### src/rtl/sudoku_pkg.sv
// Shared types for the sudoku command executor: grid constants, FSM states,
// the buffered command entry and the cell-index helper.
package sudoku_pkg;

  localparam int GRID_N = 9;
  localparam int CELLS  = 81;

  typedef enum logic [2:0] {
    ST_SCAN,
    ST_IDLE,
    ST_EXEC,
    ST_ADDR,
    ST_CHECK
  } state_t;

  typedef struct packed {
    logic       up;
    logic       down;
    logic       left;
    logic       right;
    logic [3:0] number;
  } cmd_t;

  // y*9+x as (y<<3)+y+x; always fits in 7 bits for an on-grid cursor
  function automatic logic [6:0] cell_index(logic [3:0] x, logic [3:0] y);
    logic [6:0] y7;
    y7 = {3'b000, y};
    return (y7 << 3) + y7 + {3'b000, x};
  endfunction

endpackage

### src/rtl/sudoku_cmd_exec_if.sv
// Command strobe, cell RAM port and status bundle of the sudoku command executor.
interface sudoku_cmd_exec_if;
  logic       cmd_up;
  logic       cmd_down;
  logic       cmd_left;
  logic       cmd_right;
  logic [3:0] cmd_number;
  logic       cmd_valid;
  logic       cmd_drop;
  logic       cmd_err;

  logic [6:0] cell_addr;
  logic [3:0] cell_rdata;
  logic       cell_fixed;
  logic       cell_we;
  logic [3:0] cell_wdata;

  logic [3:0] cur_x;
  logic [3:0] cur_y;
  logic [3:0] cur_val;
  logic [6:0] filled_count;
  logic       grid_full;
  logic       ready;
  logic       busy;

  modport slave (
    input  cmd_up, cmd_down, cmd_left, cmd_right, cmd_number, cmd_valid,
    input  cell_rdata, cell_fixed,
    output cmd_drop, cmd_err, cell_addr, cell_we, cell_wdata,
    output cur_x, cur_y, cur_val, filled_count, grid_full, ready, busy
  );

  modport master (
    output cmd_up, cmd_down, cmd_left, cmd_right, cmd_number, cmd_valid,
    output cell_rdata, cell_fixed,
    input  cmd_drop, cmd_err, cell_addr, cell_we, cell_wdata,
    input  cur_x, cur_y, cur_val, filled_count, grid_full, ready, busy
  );
endinterface

### src/rtl/sudoku_cmd_fifo.sv
// Command buffer: power-of-two circular FIFO with fall-through head read.
module sudoku_cmd_fifo
  import sudoku_pkg::*;
#(
  parameter int FIFO_DEPTH = 4
) (
  input  logic                          clk,
  input  logic                          reset,
  input  logic                          i_push,
  input  logic                          i_pop,
  input  cmd_t                          i_data,
  output cmd_t                          o_data,
  output logic                          o_full,
  output logic                          o_empty,
  output logic [$clog2(FIFO_DEPTH):0]   o_count
);

  localparam int AW = $clog2(FIFO_DEPTH);

  cmd_t            r_mem [FIFO_DEPTH];
  logic [AW-1:0]   r_wptr;
  logic [AW-1:0]   r_rptr;
  logic [AW:0]     r_count;
  logic            w_push;
  logic            w_pop;

  assign o_full  = (r_count == (AW+1)'(FIFO_DEPTH));
  assign o_empty = (r_count == '0);
  assign o_count = r_count;
  assign o_data  = r_mem[r_rptr];

  // A full FIFO refuses the push even when a pop frees a slot this cycle
  assign w_push = i_push && !o_full;
  assign w_pop  = i_pop && !o_empty;

  always_ff @(posedge clk) begin
    if (reset) begin
      r_wptr  <= '0;
      r_rptr  <= '0;
      r_count <= '0;
    end else begin
      if (w_push) r_wptr <= r_wptr + AW'(1);
      if (w_pop)  r_rptr <= r_rptr + AW'(1);
      case ({w_push, w_pop})
        2'b10:   r_count <= r_count + (AW+1)'(1);
        2'b01:   r_count <= r_count - (AW+1)'(1);
        default: r_count <= r_count;
      endcase
    end
  end

  always_ff @(posedge clk) begin
    if (w_push) r_mem[r_wptr] <= i_data;
  end

endmodule

### src/rtl/sudoku_cmd_exec.sv
// Sudoku cursor/command executor: scans the grid after reset, then executes
// buffered move/write commands through the synchronous cell RAM port.
module sudoku_cmd_exec
  import sudoku_pkg::*;
#(
  parameter int FIFO_DEPTH = 4
) (
  input  logic               clk,
  input  logic               reset,
  sudoku_cmd_exec_if.slave   bus
);

  localparam int         CW        = $clog2(FIFO_DEPTH) + 1;
  localparam logic [6:0] N_CELLS   = 7'(CELLS);
  localparam logic [6:0] LAST_CELL = 7'(CELLS - 1);
  localparam logic [3:0] MAX_POS   = 4'(GRID_N - 1);

  state_t          r_state;
  state_t          w_next;
  logic [6:0]      r_scan_cnt;
  logic [6:0]      r_filled;
  logic [3:0]      r_x;
  logic [3:0]      r_y;
  logic [3:0]      r_val;
  logic            r_ready;
  cmd_t            r_cmd;
  cmd_t            w_cmd_in;
  cmd_t            w_cmd_head;
  logic            w_full;
  logic            w_empty;
  logic            w_push;
  logic            w_pop;
  logic [CW-1:0]   w_count;
  logic            w_is_move;
  logic            w_illegal;
  logic            w_write_ok;
  logic            w_in_check;

  function automatic logic [3:0] wrap_dec(logic [3:0] v);
    return (v == 4'd0) ? MAX_POS : v - 4'd1;
  endfunction

  function automatic logic [3:0] wrap_inc(logic [3:0] v);
    return (v == MAX_POS) ? 4'd0 : v + 4'd1;
  endfunction

  // Count tracks zero<->non-zero transitions only, clamped to the grid size
  function automatic logic [6:0] adj_filled(logic [6:0] cnt, logic [3:0] old_v,
                                            logic [3:0] new_v);
    if (old_v == 4'd0 && new_v != 4'd0 && cnt < N_CELLS) return cnt + 7'd1;
    if (old_v != 4'd0 && new_v == 4'd0 && cnt != 7'd0) return cnt - 7'd1;
    return cnt;
  endfunction

  assign w_cmd_in = {bus.cmd_up, bus.cmd_down, bus.cmd_left, bus.cmd_right,
                     bus.cmd_number};
  assign w_push   = bus.cmd_valid;
  assign w_pop    = (r_state == ST_IDLE) && !w_empty;

  sudoku_cmd_fifo #(.FIFO_DEPTH(FIFO_DEPTH)) u_fifo (
    .clk     (clk),
    .reset   (reset),
    .i_push  (w_push),
    .i_pop   (w_pop),
    .i_data  (w_cmd_in),
    .o_data  (w_cmd_head),
    .o_full  (w_full),
    .o_empty (w_empty),
    .o_count (w_count)
  );

  assign w_is_move  = r_cmd.up || r_cmd.down || r_cmd.left || r_cmd.right;
  assign w_illegal  = (r_cmd.number > 4'd9);
  assign w_in_check = (r_state == ST_CHECK);
  assign w_write_ok = w_in_check && !w_is_move && !bus.cell_fixed && !w_illegal;

  assign bus.cell_addr    = (r_state == ST_SCAN)
                            ? ((r_scan_cnt > LAST_CELL) ? LAST_CELL : r_scan_cnt)
                            : cell_index(r_x, r_y);
  assign bus.cell_we      = w_write_ok && !reset;
  assign bus.cell_wdata   = r_cmd.number;
  assign bus.cmd_err      = w_in_check && !w_is_move && !bus.cell_fixed && w_illegal
                            && !reset;
  assign bus.cmd_drop     = bus.cmd_valid && w_full && !reset;
  assign bus.cur_x        = r_x;
  assign bus.cur_y        = r_y;
  assign bus.cur_val      = r_val;
  assign bus.filled_count = r_filled;
  assign bus.grid_full    = (r_filled == N_CELLS);
  assign bus.ready        = r_ready;
  assign bus.busy         = (r_state != ST_IDLE);

  always_comb begin
    w_next = r_state;
    case (r_state)
      ST_SCAN:  if (r_scan_cnt == N_CELLS) w_next = ST_IDLE;
      ST_IDLE:  if (w_count != '0) w_next = ST_EXEC;
      ST_EXEC:  w_next = ST_ADDR;
      ST_ADDR:  w_next = ST_CHECK;
      ST_CHECK: w_next = ST_IDLE;
      default:  w_next = ST_SCAN;
    endcase
  end

  // Scan data for address n arrives while the counter reads n+1
  always_ff @(posedge clk) begin
    if (reset) begin
      r_state    <= ST_SCAN;
      r_scan_cnt <= '0;
      r_x        <= '0;
      r_y        <= '0;
      r_val      <= '0;
      r_filled   <= '0;
      r_ready    <= 1'b0;
    end else begin
      r_state <= w_next;
      case (r_state)
        ST_SCAN: begin
          r_scan_cnt <= r_scan_cnt + 7'd1;
          if (r_scan_cnt != 7'd0 && bus.cell_rdata != 4'd0) r_filled <= r_filled + 7'd1;
          if (r_scan_cnt == 7'd1) r_val <= bus.cell_rdata;
          if (r_scan_cnt == N_CELLS) r_ready <= 1'b1;
        end
        ST_EXEC: begin
          if (r_cmd.up)         r_y <= wrap_dec(r_y);
          else if (r_cmd.down)  r_y <= wrap_inc(r_y);
          else if (r_cmd.left)  r_x <= wrap_dec(r_x);
          else if (r_cmd.right) r_x <= wrap_inc(r_x);
        end
        ST_CHECK: begin
          if (w_write_ok) begin
            r_val    <= r_cmd.number;
            r_filled <= adj_filled(r_filled, bus.cell_rdata, r_cmd.number);
          end else begin
            r_val <= bus.cell_rdata;
          end
        end
        default: ;
      endcase
    end
  end

  always_ff @(posedge clk) begin
    if (w_pop) r_cmd <= w_cmd_head;
  end

endmodule

### src/flat_wrapper.sv
// flat-port wrapper written by rule: the top's interface ports become plain ports
module sudoku_cmd_exec_flat import sudoku_pkg::*;
#(
  parameter int FIFO_DEPTH = 4
)
  (clk, reset, bus_cmd_up, bus_cmd_down, bus_cmd_left, bus_cmd_right, bus_cmd_number, bus_cmd_valid, bus_cell_rdata, bus_cell_fixed, bus_cmd_drop, bus_cmd_err, bus_cell_addr, bus_cell_we, bus_cell_wdata, bus_cur_x, bus_cur_y, bus_cur_val, bus_filled_count, bus_grid_full, bus_ready, bus_busy);
  sudoku_cmd_exec_if bus_i ();
  input  logic clk;
  input  logic reset;
  input wire logic [$bits(bus_i.cmd_up)-1:0] bus_cmd_up;
  input wire logic [$bits(bus_i.cmd_down)-1:0] bus_cmd_down;
  input wire logic [$bits(bus_i.cmd_left)-1:0] bus_cmd_left;
  input wire logic [$bits(bus_i.cmd_right)-1:0] bus_cmd_right;
  input wire logic [$bits(bus_i.cmd_number)-1:0] bus_cmd_number;
  input wire logic [$bits(bus_i.cmd_valid)-1:0] bus_cmd_valid;
  input wire logic [$bits(bus_i.cell_rdata)-1:0] bus_cell_rdata;
  input wire logic [$bits(bus_i.cell_fixed)-1:0] bus_cell_fixed;
  output wire logic [$bits(bus_i.cmd_drop)-1:0] bus_cmd_drop;
  output wire logic [$bits(bus_i.cmd_err)-1:0] bus_cmd_err;
  output wire logic [$bits(bus_i.cell_addr)-1:0] bus_cell_addr;
  output wire logic [$bits(bus_i.cell_we)-1:0] bus_cell_we;
  output wire logic [$bits(bus_i.cell_wdata)-1:0] bus_cell_wdata;
  output wire logic [$bits(bus_i.cur_x)-1:0] bus_cur_x;
  output wire logic [$bits(bus_i.cur_y)-1:0] bus_cur_y;
  output wire logic [$bits(bus_i.cur_val)-1:0] bus_cur_val;
  output wire logic [$bits(bus_i.filled_count)-1:0] bus_filled_count;
  output wire logic [$bits(bus_i.grid_full)-1:0] bus_grid_full;
  output wire logic [$bits(bus_i.ready)-1:0] bus_ready;
  output wire logic [$bits(bus_i.busy)-1:0] bus_busy;
  assign bus_i.cmd_up = bus_cmd_up;
  assign bus_i.cmd_down = bus_cmd_down;
  assign bus_i.cmd_left = bus_cmd_left;
  assign bus_i.cmd_right = bus_cmd_right;
  assign bus_i.cmd_number = bus_cmd_number;
  assign bus_i.cmd_valid = bus_cmd_valid;
  assign bus_i.cell_rdata = bus_cell_rdata;
  assign bus_i.cell_fixed = bus_cell_fixed;
  assign bus_cmd_drop = bus_i.cmd_drop;
  assign bus_cmd_err = bus_i.cmd_err;
  assign bus_cell_addr = bus_i.cell_addr;
  assign bus_cell_we = bus_i.cell_we;
  assign bus_cell_wdata = bus_i.cell_wdata;
  assign bus_cur_x = bus_i.cur_x;
  assign bus_cur_y = bus_i.cur_y;
  assign bus_cur_val = bus_i.cur_val;
  assign bus_filled_count = bus_i.filled_count;
  assign bus_grid_full = bus_i.grid_full;
  assign bus_ready = bus_i.ready;
  assign bus_busy = bus_i.busy;
  sudoku_cmd_exec #(.FIFO_DEPTH(FIFO_DEPTH)) u_core (.clk(clk), .reset(reset), .bus(bus_i));
endmodule
### config.mk
export PLATFORM = sky130hd
export DESIGN_NAME = sudoku_cmd_exec_flat
export DESIGN_NICKNAME = d
export VERILOG_FILES = /design/src/rtl/sudoku_pkg.sv /design/src/rtl/sudoku_cmd_exec_if.sv /design/src/rtl/sudoku_cmd_fifo.sv /design/src/rtl/sudoku_cmd_exec.sv /design/src/flat_wrapper.sv
export SDC_FILE = /design/constraint.sdc
export NUM_CORES = 1
export LEC_CHECK = 0
export BUFFER_PORTS_ARGS = -buffer_cell sky130_fd_sc_hd__buf_2
export CAP_MARGIN = 5
export CORE_ASPECT_RATIO = 1.5
export CORE_MARGIN = 3
export CORE_UTILIZATION = 50
export DETAILED_ROUTE_END_ITERATION = 16
export GPL_ROUTABILITY_DRIVEN = 0
export HOLD_SLACK_MARGIN = 0.1
export PLACE_DENSITY = 0.75
export RECOVER_POWER = 25
export SETUP_SLACK_MARGIN = 0.2
export SYNTH_ARGS = -nofsm -noshare
export SYNTH_HDL_FRONTEND = slang
export SYNTH_SLANG_ARGS = --single-unit
export TNS_END_PERCENT = 10
### constraint.sdc
create_clock -name clk -period 3.8 [get_ports clk]
set_input_delay 0.95 -clock clk [delete_from_list [all_inputs] [get_ports clk]]
set_output_delay 0.95 -clock clk [all_outputs]
set_load 0.01 [all_outputs]
==> results.yml <==
yosys:
  synth.most_common_cell: "edfxtp_1"
  synth-seq-cells: 77
  synth_common_cells: "edfxtp_1, dfxtp_1, nor2_1"
  async_flop_share_pct: 0
  ys_seq_area_share_pct: 46.0
  ys_top_cells_by_area: "edfxtp_1, dfxtp_1, ha_1, mux4_2, a21oi_1"
  syn_inst: 395
  synth_cell_types: 66
  syn_avg_cell_area_um2: 10.7
  synth_top_area_cell: "edfxtp_1"
  ys_warn_count: 0
  synthFlopType: "edfxtp_1"
  synth-edff-count: 40
  synthesis.nets: 437
  synth_area_mm2: 0.00422
  yosys.area.top_type_share_pct: 28.4
final_layout:
  fin_cells: 549
  final_core_util_pct: 59.7
  nFillCells: 709
  insertedDiodeCount: 0
  synthToLayoutAreaGrowth_pct: 14.5
  layout.nets: 481
  drive_gt1_share_pct: 18.2
clock_network:
  clock_latency_ps: 340
  htree_levels: 3
  cts_tree: "yes"
  cts.sinks: 77
  cts_inserted_buffers: 9
  cts_hold_buf: 0
  clockBufferDepth: 2
  root_buffer: "clkbuf_16"
  post_cts_buffers: 0
  cts_resized: 3
  clk_pin_slew_worst_paths_ps: 60
sta:
  period_share_pct: 90.9
  max_freq_ghz: 0.290
  rsz0062_at_grt: "false"
  clock_skew_ps: 5.86
  max-slew-margin-rel_pct: -2.21
  slew_violations: 34
  tightest_slew_ps: 1530
  hold_violations: 0
  period_minus_slack_ps: 3450
  tns_ps: 0
  setup_viol: 0
global_routing:
  grtUsageMet3_pct: 3.73
  antenna_found_initial: 0
  global_route.usage.met1_pct: 22.0
  grt_pass1_vias: 3059
  grt_busiest_layer: "met2"
  grt_util_met2_pct: 33.4
  grt_pass1_wl_um: 14200
  grt_max_degree: 34
  grt.total_usage_pct: 19.1
  grt_overflow: 0
setup_path:
  slowest_stage: "fa_1"
  required_ps: 2850
  cp.arrival_ps: 2500
  path_cells: "inv_1, fa_1, inv_1, ha_4, a21oi_2, o21bai_1, and4_1, a211o_1, buf_2"
  cp-end-kind: "output pin"
  cp-start-kind: "register"
  critPathMostFrequentCell: "inv_1"
  crit_type: "reg -> out"
  cp_max_fo: 8
  crit_path_max_incr_delay_ps: 540
floorplanning:
  die_h_um: 119
  die_w_um: 81.0
  io_pins: 52
  rows: 40
  start_util_pct: 52.1
  dieArea_mm2: 0.00961
  core_mm2: 0.00811
placement:
  dp_cells: 533
  numPortBuffers: 51
  hpwl_um: 6260
detailed_routing:
  first_iter_violations: 176
  ant_nets: 0
  vias_per_cell: 5.78
  first_pass_iters: 4
  wl_per_cell_um: 15.6
  remaining_drc_errors: 0
  routed_wl_um: 8550
  vias: 3171
outcome:
  violations: "capacitance limit, slew limit"
  status: "complete, but fails checks"
power:
  power_density_mw_per_mm2: 394
  ir_worst_vdd_uv: 398
  leakage_uw: 0.00187
min_path:
  hold_path.class: "reg -> reg"
flow_run:
  cap_violations: 1
-- worst paths after layout --
path | start | end | slack (ps) | cells after the start
worst min-delay path | u_core.bus.ready | u_core.bus.ready | 470 | 2
worst min register to register | u_core.bus.ready | u_core.bus.ready | 470 | 2
worst max register to register | u_core.r_state[0] | u_core.u_fifo.o_count[2] | 1240 | 9
worst max-delay path | u_core.bus.cur_y[0] | bus_cell_addr[6] | 350 | 9
-- cell usage in the layout (no fill, tap or decap), types with 3 or more instances in the layout --
cell type	instances
buf_2	41
edfxtp_1	40
nor2_1	36
dfxtp_1	34
inv_1	27
a21oi_1	26
ha_1	22
o21ai_0	16
nand2_1	15
clkbuf_1	11
a211oi_1	10
nor3_1	9
clkbuf_16	9
xnor2_1	8
mux4_2	8
xor2_1	8
or3_1	7
and3_1	7
nand2b_1	7
or4_1	5
a21o_1	4
nand4_1	4
mux2i_1	4
nor2b_1	4
nand3_1	3
and2_1	3
nand3b_1	3
a22o_1	3
nor4b_1	3
a31oi_1	3
o211ai_1	3
fa_1	3
-- sequential cells by signal, summed over array words and instances, names as in the netlist --
| signal | count |
|---|---|
| u_core.r_state | 3 |
| u_core.bus.ready | 1 |
| u_core.bus.cur_y | 4 |
| u_core.u_fifo.r_wptr | 2 |
| u_core.bus.cur_x | 4 |
| u_core.u_fifo.r_rptr | 2 |
| u_core.bus.cur_val | 4 |
| u_core.r_cmd | 4 |
| u_core.u_fifo.r_mem | 32 |
| u_core.u_fifo.o_count | 3 |
| u_core.r_scan_cnt | 7 |
| u_core.bus.cell_wdata | 4 |
| u_core.bus.filled_count | 7 |
-- power by group --
part / internal, µW / switching, µW / total (µW)
Combinational: 61.0 / 86.2 / 147
Clock: 503 / 323 / 826
Sequential: 908 / 23.4 / 931
Total: 1470 / 433 / 1900
-- stage by stage --
step           total power [µW]  worst slack (ps)  hold WS [ps]  area (µm²)
6_report                   1900               348           471        4840
5_1_grt                    1980               209           520        4840
3_5_place_dp               1100               484           462        4540
3_3_place_gp               1090               537           444        4540
4_1_cts                    1930               205           479        4830
2_1_floorplan              1050               571           469        4220
-- layer usage --
layer  share of wire, %  vias to the layer above
met5                  0                        -
met1                 41                     1549
met2                 53                       56
met4                2.2                        0
met3                3.5                       16
li1                   -                     1550
-- cells by family after synthesis --
| kind of cell | Yosys count | share of synthesized area, % |
|---|---|---|
| adders and majority gates | 26 | 8.23 |
| xor gates and xnor gates | 16 | 3.32 |
| DFF | 77 | 46.0 |
| AOI/OAI and AO/OA | 92 | 15.2 |
| muxes | 14 | 5.75 |
| and+or+nand+nor | 122 | 16.7 |
| buffers and inverters | 48 | 4.80 |
-- worst max-delay path, delay by kind of cell (launching register included) --
| family | cells | cell delay (ps) |
|---|---|---|
| AOI/OAI and AO/OA | 3 | 470 |
| and+or+nand+nor | 1 | 210 |
| DFF | 1 | 380 |
| buffers and inverters | 3 | 300 |
| adders and majority gates | 2 | 800 |
-- layout make-up --
type                    count  area, µm²  share of cell area, %
repair buffers             54        262                   5.40
inverters                  27        101                   2.09
clock buffers               9        225                   4.65
well taps                 105        131                   2.72
flip-flops and latches     77       1950                   40.3
multi-input cells         270       2100                   43.4
clock inverters             7       66.3                   1.37
No activity file was read; power rests on OpenSTA's default activity.
